<file path="src/rtl/seq_div.sv">
// Sequential unsigned restoring divider: Q = A / B, R = A % B, one quotient
// bit per clock, with a start/busy/done handshake and a divide-by-zero flag.
module seq_div #(
  parameter int N = 4
) (
  input  logic         clk,
  input  logic         reset,
  input  logic         start,
  input  logic [N-1:0] A,
  input  logic [N-1:0] B,
  output logic [N-1:0] Q,
  output logic [N-1:0] R,
  output logic         busy,
  output logic         done,
  output logic         div_by_zero,
  output logic [1:0]   state_dbg
);

  // Handshake: start is accepted on a rising edge only in IDLE or DONE, and
  // A/B are sampled on that same edge. busy stays high for the N RUN cycles.
  // done pulses for exactly one cycle when Q/R/div_by_zero become valid.
  // Those results then hold until the next accepted division completes.
  // A start seen during RUN is dropped with no side effects.

  localparam int CW = $clog2(N + 1);

  localparam logic [1:0] IDLE = 2'd0;
  localparam logic [1:0] RUN  = 2'd1;
  localparam logic [1:0] DONE = 2'd2;

  logic [1:0]    state;
  logic [CW-1:0] cnt;
  logic [N-1:0]  dvd;
  logic [N-1:0]  dvs;
  logic [N-1:0]  rem;

  logic [N:0]    rem_sh;
  logic [N-1:0]  rem_sub;
  logic [N-1:0]  rem_nxt;
  logic          q_bit;

  // When the subtraction is taken the true difference is below B, so the
  // low N bits of the shifted remainder minus B are exact.
  always_comb begin
    rem_sh  = {rem, dvd[N-1]};
    q_bit   = (rem_sh >= {1'b0, dvs});
    rem_sub = rem_sh[N-1:0] - dvs;
    rem_nxt = q_bit ? rem_sub : rem_sh[N-1:0];
  end

  always_ff @(posedge clk or posedge reset) begin
    if (reset) begin
      state       <= IDLE;
      cnt         <= '0;
      dvd         <= '0;
      dvs         <= '0;
      rem         <= '0;
      Q           <= '0;
      R           <= '0;
      busy        <= 1'b0;
      done        <= 1'b0;
      div_by_zero <= 1'b0;
    end else begin
      done <= 1'b0;
      case (state)
        IDLE, DONE: begin
          if (start) begin
            dvd <= A;
            dvs <= B;
            rem <= '0;
            cnt <= CW'(N);
            if (B == '0) begin
              Q           <= '1;
              R           <= A;
              div_by_zero <= 1'b1;
              done        <= 1'b1;
              state       <= DONE;
            end else begin
              div_by_zero <= 1'b0;
              busy        <= 1'b1;
              state       <= RUN;
            end
          end else begin
            state <= IDLE;
          end
        end
        RUN: begin
          rem <= rem_nxt;
          dvd <= {dvd[N-2:0], q_bit};
          cnt <= cnt - CW'(1);
          if (cnt == CW'(1)) begin
            Q     <= {dvd[N-2:0], q_bit};
            R     <= rem_nxt;
            busy  <= 1'b0;
            done  <= 1'b1;
            state <= DONE;
          end
        end
        default: state <= IDLE;
      endcase
    end
  end

  assign state_dbg = state;

endmodule

</file>
<file path="config.mk">
export PLATFORM = sky130hd
export DESIGN_NAME = seq_div
export DESIGN_NICKNAME = d
export VERILOG_FILES = /design/src/rtl/seq_div.sv
export SDC_FILE = /design/constraint.sdc
export NUM_CORES = 1
export LEC_CHECK = 0
export BUFFER_PORTS_ARGS = -buffer_cell sky130_fd_sc_hd__clkbuf_2
export CORE_AREA = 2 2 60 62
export DETAILED_ROUTE_END_ITERATION = 16
export DIE_AREA = 0 0 62 64
export HOLD_SLACK_MARGIN = 0.03
export SKIP_LAST_GASP = 1
export SLEW_MARGIN = 40
export SYNTH_ARGS = -nofsm -noshare
export SYNTH_HDL_FRONTEND = slang
export SYNTH_SLANG_ARGS = --single-unit
</file>
<file path="constraint.sdc">
create_clock -name clk -period 3.17 [get_ports clk]
set_input_delay 0.317 -clock clk [delete_from_list [all_inputs] [get_ports clk]]
set_output_delay 0.317 -clock clk [all_outputs]
set_load 0.01 [all_outputs]
</file>
## Word-level counts from Yosys, hierarchy flattened

Index checks and enable logic that the tools add are counted.

| operators by class | value |
|---|---|
| add/subtract/negate cells | 2 |
| order comparisons | 1 |
| equality and inequality tests | 7 |
| muxes and demuxes | 27 |
| reduce and logical (&&, ||, !) cells | 8 |

Operator list:

| kind | number |
|---|---|
| $mux W4 | 9 |
| $pmux W4 S2 | 4 |
| $ne A2 B2 Y1 const B | 4 |
| $reduce_and A4 Y1 | 2 |
| $mux W1 | 6 |
| $mux W2 | 3 |
| $pmux W3 S2 | 1 |
| $ge A5 B4 Y1 | 1 |
| $logic_not A4 Y1 | 1 |
| $pmux W1 S2 | 2 |
| $pmux W2 S2 | 1 |
| $reduce_and A2 Y1 | 2 |
| $sub A4 B4 Y4 | 1 |
| $eq A3 B1 Y1 const B | 1 |
| $mux W3 | 1 |
| $sub A3 B1 Y3 const B | 1 |
| $eq A2 B1 Y1 const B | 1 |
| $eq A2 B2 Y1 const B | 1 |
| $logic_not A2 Y1 | 1 |
| $reduce_bool A2 Y1 | 1 |
| $reduce_or A2 Y1 | 1 |

| word-level totals | value |
|---|---|
| register bits | 28 |
| output and inout port bits | 13 |
| word-level logic and storage cells | 55 |

## Depth between registers and ports, before layout

Gate-level depths: netlist of run 1.

| logic depth | value |
|---|---|
| depth after elaboration | 4 |
| mapped depth | 8 |

## Worst setup path before layout of run 1

No wires, ideal clock.

| timing path | value |
|---|---|
| path type | register to register |
| from | register dvd[3] |
| to | register R[0] |
| setup time | 0.121 ns |
| arrival | 1.729 ns |
| required time | 3.049 ns |
| slack | 1.320 ns |
| stages on the path, launching flop included | 8 |
| period minus slack after synthesis | 1.850 ns |
| cell sequence | dfrtp_1 inv_1 ha_1 nand2b_1 a2111o_1 a21oi_1 a211oi_2 o22a_1 |

| between the ends | value |
|---|---|
| longest elaborated chain between the ends | 4 |
| elaborated cells between the ends (all ways) | 5 |
| those cells by class | 1 x add/sub; 1 x order compare; 3 x mux |

RTL lines:

| what | RTL line | source |
|---|---|---|
| start: declaration | 33 | `logic [N-1:0] dvd;` |
| start signal: assignment | 89 | `dvd <= {dvd[N-2:0], q_bit};` |
| $sub A4 B4 Y4 or $ge A5 B4 Y1 (tied branches) | 47, 46 |  |
| $mux W4 (*) | 48 | `rem_nxt = q_bit ? rem_sub : rem_sh[N-1:0];` |
| $mux W4 (*) | 91 | `if (cnt == CW'(1)) begin` |
| $pmux W4 S2 (*) | 65 | `case (state)` |
| end signal: assignment | 93 | `R <= rem_nxt;` |
| end: declaration | 12 | `output logic [N-1:0] R,` |

Every way passes the cells marked *; elsewhere a longest branch is shown, timed or not. The select of a mux whose other input is x is not followed.
A chain may end at the register's enable or synchronous reset.

## Worst setup path in the final report of run 1

| timing path | value |
|---|---|
| from | register dvs[0] |
| to | register R[0] |

| between the ends | value |
|---|---|
| longest elaborated chain between the ends | 4 |
| elaborated cells between the ends (all ways) | 5 |
| those cells by class | 1 x add/sub; 1 x order compare; 3 x mux |

RTL lines:

| what | RTL line | source |
|---|---|---|
| start: declaration | 34 | `logic [N-1:0] dvs;` |
| start signal: assignment | 56 | `dvs <= '0;` |
| start signal: assignment | 69 | `dvs <= B;` |
| $sub A4 B4 Y4 or $ge A5 B4 Y1 (tied branches) | 47, 46 |  |
| $mux W4 (*) | 48 |  |
| $mux W4 (*) | 91 |  |
| $pmux W4 S2 (*) | 65 |  |

Marked as above.

==> results of run 1 <==
==> cell usage in the layout, fill, tap and decap left out, types with 4 or more instances in the layout <==
cell / instances
dfrtp_1: 28
nand2b_1: 4
o21ai_0: 9
a21oi_1: 12
clkbuf_2: 23
inv_1: 8
a21o_1: 5
nor2_1: 13
ha_1: 6
nand2_1: 22
==> sequential cells by signal, summed over array words and instances (netlist names) <==
| name | count |
|---|---|
| state_dbg | 2 |
| R | 4 |
| dvs | 4 |
| div_by_zero | 1 |
| done | 1 |
| dvd | 4 |
| Q | 4 |
| cnt | 3 |
| rem | 4 |
| busy | 1 |
==> synthesized netlist by cell type <==
library cell  count  area, sq um
inv_1             9         33.8
nor3b_1           1         7.51
a21o_1            5         37.5
o21ai_1           2         10.0
a32oi_1           1         8.76
nor2b_1           3         18.8
a211o_1           1         8.76
and2_1            2         12.5
ha_1              6         75.1
xnor2_1           1         8.76
nand2_1          22         82.6
a21oi_1          12         60.1
o22a_1            2         17.5
nand3_1           2         10.0
nor2_1           13         48.8
nor4_1            1         6.26
o22ai_1           3         18.8
a2111o_1          1         11.3
a211oi_2          2         25.0
dfrtp_1          28          701
fa_1              1         20.0
nand2b_2          1         8.76
o21ai_0           9         45.0
a2111oi_4         1         27.5
clkbuf_1          5         18.8
a22o_1            1         8.76
a31oi_1           2         12.5
o21a_1            2         15.0
a221oi_2          1         15.0
or2_4             1         8.76
and3_1            1         6.26
buf_6             1         11.3
nor2_2            1         6.26
nand2b_1          4         25.0
==> cell type report <==
type | count | area (sq um)
Clock buffer | 3 | 22.5
Clock inverter | 1 | 30.0
Inverter | 9 | 33.8
Multi-Input combinational cell | 105 | 667
Tap cell | 46 | 57.6
Timing Repair Buffer | 25 | 133
Sequential cell | 28 | 701
Fill cell | 335 | 1640
==> kinds of logic after synthesis <==
| family | after synthesis | synth area share, % |
|---|---|---|
| adder cells (fa/ha/maj) | 7 | 6.64 |
| AND/OR/NAND/NOR | 52 | 16.9 |
| AO/OA/AOI/OAI | 45 | 22.5 |
| XOR/XNOR | 1 | 0.612 |
| buffers and inverters | 15 | 4.46 |
| flip-flops | 28 | 49.0 |
==> power by group through the flow <==
stage	Combinational (W)	Clock, W	Sequential [W]
final	0.00107	0.000237	0.000613
after floorplan	0.000821	0	0.000632
after global routing	0.00121	0.000258	0.000636
after global placement	0.00107	0	0.000618
after detailed placement	0.00107	0	0.000620
after CTS	0.00108	0.000243	0.000614
==> worst max-delay path, stage by stage (launching register included) <==
cell,delay [ps]
dfrtp_1,430
ha_1,310
nand2b_1,220
a2111oi_4,420
nor2_2,110
a211oi_2,280
o22a_1,180
==> worst max path at each step <==
stage | slack (ps) | depth (start not counted) | start | to
after floorplan | 1320 | 7 | dvd[3] | R[0]
after CTS | 1140 | 7 | dvd[3] | R[0]
after detailed placement | 1170 | 7 | dvd[3] | R[0]
after global placement | 1200 | 7 | dvd[3] | R[0]
final | 1170 | 6 | dvs[0] | R[0]
after global routing | 990 | 7 | dvd[3] | R[0]
==> per-stage QoR <==
stage | hold WS (ps) | cells | utilization, %
6_report | 176 | 217 | 50.1
5_1_grt | 182 | 217 | 50.1
4_1_cts | 177 | 217 | 50.1
3_5_place_dp | 407 | 212 | 48.2
3_3_place_gp | 470 | 212 | 48.2
2_1_floorplan | 382 | 148 | -
==> metal layers <==
layer,routed length [um],track usage (%)
met5,0,0
met3,103,4.25
met2,1390,26.3
met1,1430,23.7
met4,17,2.39
==> summary.txt, run 1 <==
Synth
  • Post-synthesis area per instance: 9.67 sq um
  • Sequential area share after synthesis: 49.0%
  • Yosys warns: 0
  • Post-synthesis cell area: ~0.0014 sq mm
  • Synthesized flop and latch total: 28
  • Syn_nets: 166
  • Syn Inst Count: approximately 150
  • Post-synth cell types: 34

Routing
  • Wire length per cell: roughly 14 um
  • DRC: 0
  • Vias/cell: 5.20
  • DR iter-0 viols: 42
  • Routed wire length: about 2900 um
  • Initial DRT Pass Iterations: 5
  • Vias: about 1100
  • Final ANT Viol Nets: 0

STA
  • Highest clock rate: 500 MHz
  • Fin worst setup slack: ~1200 ps
  • Final setup fails: 0
  • Final Hold Viols: 0
  • Slew Limit Fails: 0
  • Slew at the pin closest to its max-slew limit: between 600 and 700 ps
  • Setup_tns: 0 ps
  • Min cycle time layout: approximately 2000 ps
  • Final Cycle Share: 63.1%
  • RSZ-0062 raised after global routing: no
  • Worst rel slew slack: about 57%
  • Clock Skews: around 11 ps

Layout
  • Nets: 190
  • Layout cells sized above 1: about a fifth
  • Final instance area: approximately 0.0016 sq mm
  • Area Growth Syn to Fin: 14.9%
  • Antenna diodes: 0

Critical path
  • Worst Setup Start Kind: flop
  • Worst r2r src: dvs[0]
  • R2r endpoint: R[0]
  • Worst r2r path cells: 6
  • Arrival time at the worst endpoint: 2280 ps
  • R2r setup slk: 1170 ps
  • CP endpoint kind: flop
  • Max FO, Critical Path: 3
  • Worst EP required: 3450 ps
  • CP Class: flop to flop

Clock network
  • CTS Sinks: 28
  • Worst-skew pair later-pin latency: between 300 and 400 ps
  • CTS Buffer Depth: 2
  • Clock-pin slew on the worst setup and hold paths: 160 ps
  • Inserted Clock Buffers: 3
  • Resize count post-CTS: 0
  • H-tree levels: 1
  • Clock root buffer: clkbuf_4
  • CTS Hold Bufs: 1
  • # Post-CTS Setup Buffers: 0
  • CTS tree: built

Global routing
  • Initial antenna violation count: 0
  • GRT Total Usage: between 15 and 20%
  • Vias in the first global route: 1106
  • Largest net degree at the start of global routing: 29
  • Global-route wire length before repair: around 5000 um
  • GRT overflow: 0

Floorplanning
  • Io pins: 24
  • Area of the core: around 0.0033 sq mm
  • Chip width: about 62 um
  • Row cnt: 21
  • Die Area: 0.00397 sq mm
  • Die Y: 64 um
  • Initial Util: 43.6%

Power and ir drop
  • P_sw: between 0.0008 and 0.0009 W
  • Internal power: about 0.0011 W
  • Combinational fraction of design power: a little under three fifths
  • Total Power: a little under 0.002 W
  • Clock power share: between 10% and 20%
  • Power share of the sequential group: about a third
  • Peak supply drop: roughly 500 uV
  • Pwr Density: roughly 1200 mW/mm^2
  • Net Sw Frac: a little over two fifths
  • Standby leakage power: 0.787 nW

Worst hold path
  • Hold WC Path Type: input pin to flop
  • Sink of the worst hold path: dvs[0]
  • Worst Hold Path Cells: 3
  • Hold_sp: B[0]

Outcome
  • Outcome: completed

Placed design
  • GPL Wtd Cong: about 0.77
  • Post-Place Setup Slack: around 1200 ps
  • PortBufs: 23
  • Cell Area, Placed: 0.00158 sq mm
  • Dpl hpwl: between 2000 and 2500 um

Job
  • MaxCap Viol Count: 0
Power figures use the tool's default switching activity.
==> inputs of run 2 (changes only) <==
--- a/config.mk
+++ b/config.mk
@@ -5,11 +5,13 @@
 export SDC_FILE = /design/constraint.sdc
 export NUM_CORES = 1
 export LEC_CHECK = 0
+export ABC_AREA = 1
 export BUFFER_PORTS_ARGS = -buffer_cell sky130_fd_sc_hd__clkbuf_2
-export CORE_AREA = 2 2 60 62
+export CORE_AREA = 2 2 61 63
 export DETAILED_ROUTE_END_ITERATION = 16
-export DIE_AREA = 0 0 62 64
+export DIE_AREA = 0 0 63 65
 export HOLD_SLACK_MARGIN = 0.03
+export PLACE_DENSITY = 0.66
 export SKIP_LAST_GASP = 1
 export SLEW_MARGIN = 40
 export SYNTH_ARGS = -nofsm -noshare
==> constraint.sdc (replaced) <==
create_clock -name clk -period 1.8 [get_ports clk]
set_input_delay 0.18 -clock clk [delete_from_list [all_inputs] [get_ports clk]]
set_output_delay 0.18 -clock clk [all_outputs]
set_load 0.01 [all_outputs]
==> run 2 against run 1 <==
  * Utilization decreased by 1.3 points
  * Sequential share of layout area decreased by 1.5 points
  * Worst setup slack got worse by 1000 ps
  * Register-to-register slack got worse by 1000 ps
  * Synthesized area increased by 3.5%
  * Sequential power increased by 78%
  * Hold slack got worse by 110 ps
  * Final cell count increased by 14%
  * Largest cell class unchanged
  * Synthesized cell count increased by 16%
==> summary.txt, run 2 <==
Synth
  • Most frequent cell after synthesis: nand2_1
  • Post-synthesis area per instance: 8.66 sq um (-10%)
  • Post-synthesis cell area: 0.00148 sq mm (+3.5%)
  • Syn_nets: 189 (+14%)
  • Yosys warns: 0 (unchanged)
  • Syn Inst Count: 171 (+16%)
  • Number of enable flip-flop cells after synthesis: 0 (unchanged)
  • Synth area leader: dfrtp_1
  • Main area contributors after synthesis: dfrtp_1 47%, nand2_1 9.4%, inv_1 6.6%, ha_1 5.1%, nand3_1 4.7%
  • Post-synth ARST share: 100% (unchanged)
  • Sequential area share after synthesis: 47.3% (-1.7 points)
  • Synthesized flop and latch total: 28 (unchanged)
  • Post-synth cell types: 29 (-15%)
  • Synth top cells by count: 37 x nand2_1, 28 x dfrtp_1, 26 x inv_1
  • Main synth FF type: dfrtp_1
  • Share of the synthesized area in the top cell type: 47.3% (-1.7 points)

Layout
  • Layout cells sized above 1: 26.0% (+4.9 points)
  • Cell Count, Final, Fillers Out: 248 (+14%)
  • Antenna diodes: 0 (unchanged)
  • Commonest non-fill, non-tap cells in the layout: 36 x nand2_1, 28 x dfrtp_1, 26 x inv_1, 23 x clkbuf_2, 14 x nand3_1
  • Area Growth Syn to Fin: 15.1%
  • Storage cell area: 701 sq um (unchanged)
  • Multi-input gate area: 637 sq um (-4.5%)
  • Commonest non-fill, non-tap cell in the layout: nand2_1
  • FILL cells: 367 (+9.6%)
  • Final instance area: 0.00171 sq mm (+3.7%)
  • Nets: 219 (+15%)

Routing
  • Top layer in use: met4
  • Vias: 1188 (+5.2%)
  • DRC: 0 (unchanged)
  • Final ANT Viol Nets: 0 (unchanged)
  • Initial DRT Pass Iterations: 4 (-1)
  • DR WL met2: 1490 um (+7.2%)
  • Routed wire length: 2980 um (+1.0%)
  • Met1 WL: 1360 um (-4.7%)
  • DR iter-0 viols: 56 (+33%)
  • Vias/cell: 4.79 (-7.9%)
  • Wire length per cell: 12.0 um (-12%)
  • Routed wl met3: 96 um (-6.8%)

Critical path
  • Worst Setup Start Kind: flop
  • Max FO, Critical Path: 6 (+3)
  • Worst EP required: 2040 ps (-1410 ps)
  • Arrival time at the worst endpoint: 1890 ps (-390 ps)
  • CP max stage cell: dfrtp_1
  • CP endpoint kind: flop
  • CP Class: flop to flop
  • CP peak stage delay: 430 ps (about the same)
  • CP Cell Sequence: ha_1 -> a21oi_2 -> nand2_1 -> nand2_2 -> nand2_2 -> nand3_1 -> nand3_1 -> nand2_1 -> inv_1

Clock network
  • # Post-CTS Setup Buffers: 0 (unchanged)
  • Worst-skew pair later-pin latency: 340 ps (about the same)
  • Inserted Clock Buffers: 3 (unchanged)
  • CTS tree: built
  • Clock-pin slew on the worst setup and hold paths: 140 ps (-20 ps)
  • Clock root buffer: clkbuf_4
  • CTS Sinks: 28 (unchanged)
  • H-tree levels: 1 (unchanged)
  • CTS Buffer Depth: 2 (unchanged)

Floorplanning
  • Row cnt: 22 (+4.8%)
  • Initial Util: 42.4% (-1.2 points)
  • Die Area: 0.00410 sq mm (+3.2%)
  • Die Y: 65 um (+1.6%)
  • Area of the core: 0.00350 sq mm (+6.4%)
  • Chip width: 63 um (+1.6%)
  • Io pins: 24 (unchanged)

Global routing
  • GRT overflow: 0 (unchanged)
  • Global-route wire length before repair: 5110 um (+1.9%)
  • Initial antenna violation count: 0 (unchanged)
  • Vias in the first global route: 1177 (+6.4%)
  • GRT Total Usage: 16.1% (-0.61 points)
  • Largest net degree at the start of global routing: 29 (unchanged)

STA
  • Slew Limit Fails: 0 (unchanged)
  • RSZ-0062 raised after global routing: no
  • Clock Skews: 16.9 ps (+6.30 ps)
  • Final Hold Viols: 0 (unchanged)
  • Min cycle time layout: 1640 ps (-356 ps)
  • Final setup fails: 0 (unchanged)
  • Final Cycle Share: 91.3% (+28 points)
  • Highest clock rate: 609 MHz (+22%)
  • Worst rel slew slack: 75.5% (+18 points)
  • Slew at the pin closest to its max-slew limit: 367 ps (-276 ps)
  • Setup_tns: 0 ps (unchanged)

Placed design
  • GPL Wtd Cong: 0.760 (-0.93%)
  • Dpl cells: 243 (+15%)
  • Cell Area, Placed: 0.00166 sq mm (+4.7%)
  • Dpl hpwl: 2240 um (+3.7%)
  • PortBufs: 23 (unchanged)

Power and ir drop
  • Standby leakage power: 0.910 nW (+16%)
  • Total Power: 0.00319 W (+66%)
  • Pwr Density: 1870 mW/mm^2 (+60%)
  • Peak supply drop: 769 uV (+55%)

Outcome
  • Outcome: completed

Worst hold path
  • Hold WC Path Type: input pin to flop

Job
  • MaxCap Viol Count: 0 (unchanged)
==> run 2: cell types whose count changed after synthesis, moves of 5 or more <==
cell	change
clkbuf_1	-5
a21o_1	-5
nand2_1	+15
nand3_1	+12
a21oi_1	-10
inv_1	+17
==> run 2: kinds of logic (layout without fill, tap and decap cells) <==
group           Yosys count  in the layout  synth area share (%)
xor+xnor                  1              1                 0.591
compound gates           22             22                  8.53
buf+inv                  33             62                  9.88
simple gates             80             80                  27.3
fa+ha+maj                 7              7                  6.42
flops                    28             28                  47.3
==> run 2: path summary, 6_finish.rpt <==
check                         end   start  depth (start not counted)  slack, ps
max in group asynchronous  dvs[2]   reset                          4       1110
min                        dvs[3]    B[3]                          3         70
max reg2reg                  R[1]  rem[1]                          9        160
min reg2reg                  Q[2]    Q[2]                          2        490
min in group asynchronous    Q[3]   reset                          4        400
max                          R[1]  rem[1]                          9        160
==> run 2: through the flow <==
stage	hold slack, ps	worst slack [ps]	util (%)
2_1_floorplan	245	294	-
3_5_place_dp	248	154	47.4
5_1_grt	76.1	2.76	48.8
3_3_place_gp	253	193	47.4
4_1_cts	52.0	137	48.7
6_report	70.9	157	48.8
==> run 2: metal layers <==
layer	up-vias	track usage, %
met1	555	19.2
met2	26	28.3
met3	2	3.13
met5	-	0
li1	605	-
met4	0	7.22
==> run 2: layout make-up <==
type | count | area share [%]
Inverter | 31 | 7.26
Tap cell | 48 | 3.52
Multi-Input combinational cell | 110 | 37.3
Clock buffer | 4 | 2.13
Timing Repair Buffer | 27 | 8.66
Sequential cell | 28 | 41.1
==> run 2: repair_timing <==
| action | 4_1_cts | 5_1_grt |
|---|---|---|
| resized for setup | 0 | 1 |
| hold buffers | 1 | 0 |
| hold endpoints to repair | 28 | 0 |
| endpoints found under the setup margin | 0 | 3 |
==> run 2: worst max-delay path: cells and delay by family, from the launching register on <==
kind	cells	cell delay [ps]
DFF	1	430
AOI/OAI and AO/OA	1	200
buffers and inverters	1	30
adders and majority gates	1	340
and+or+nand+nor	6	560
==> run 2: where the power goes <==
part	total, W	internal [W]	leakage [nW]	switching [W]
sequential	0.00109	0.000921	0.335	0.000166
clock	0.000316	0.000124	0.0210	0.000192
combinational	0.00178	0.000677	0.554	0.00111
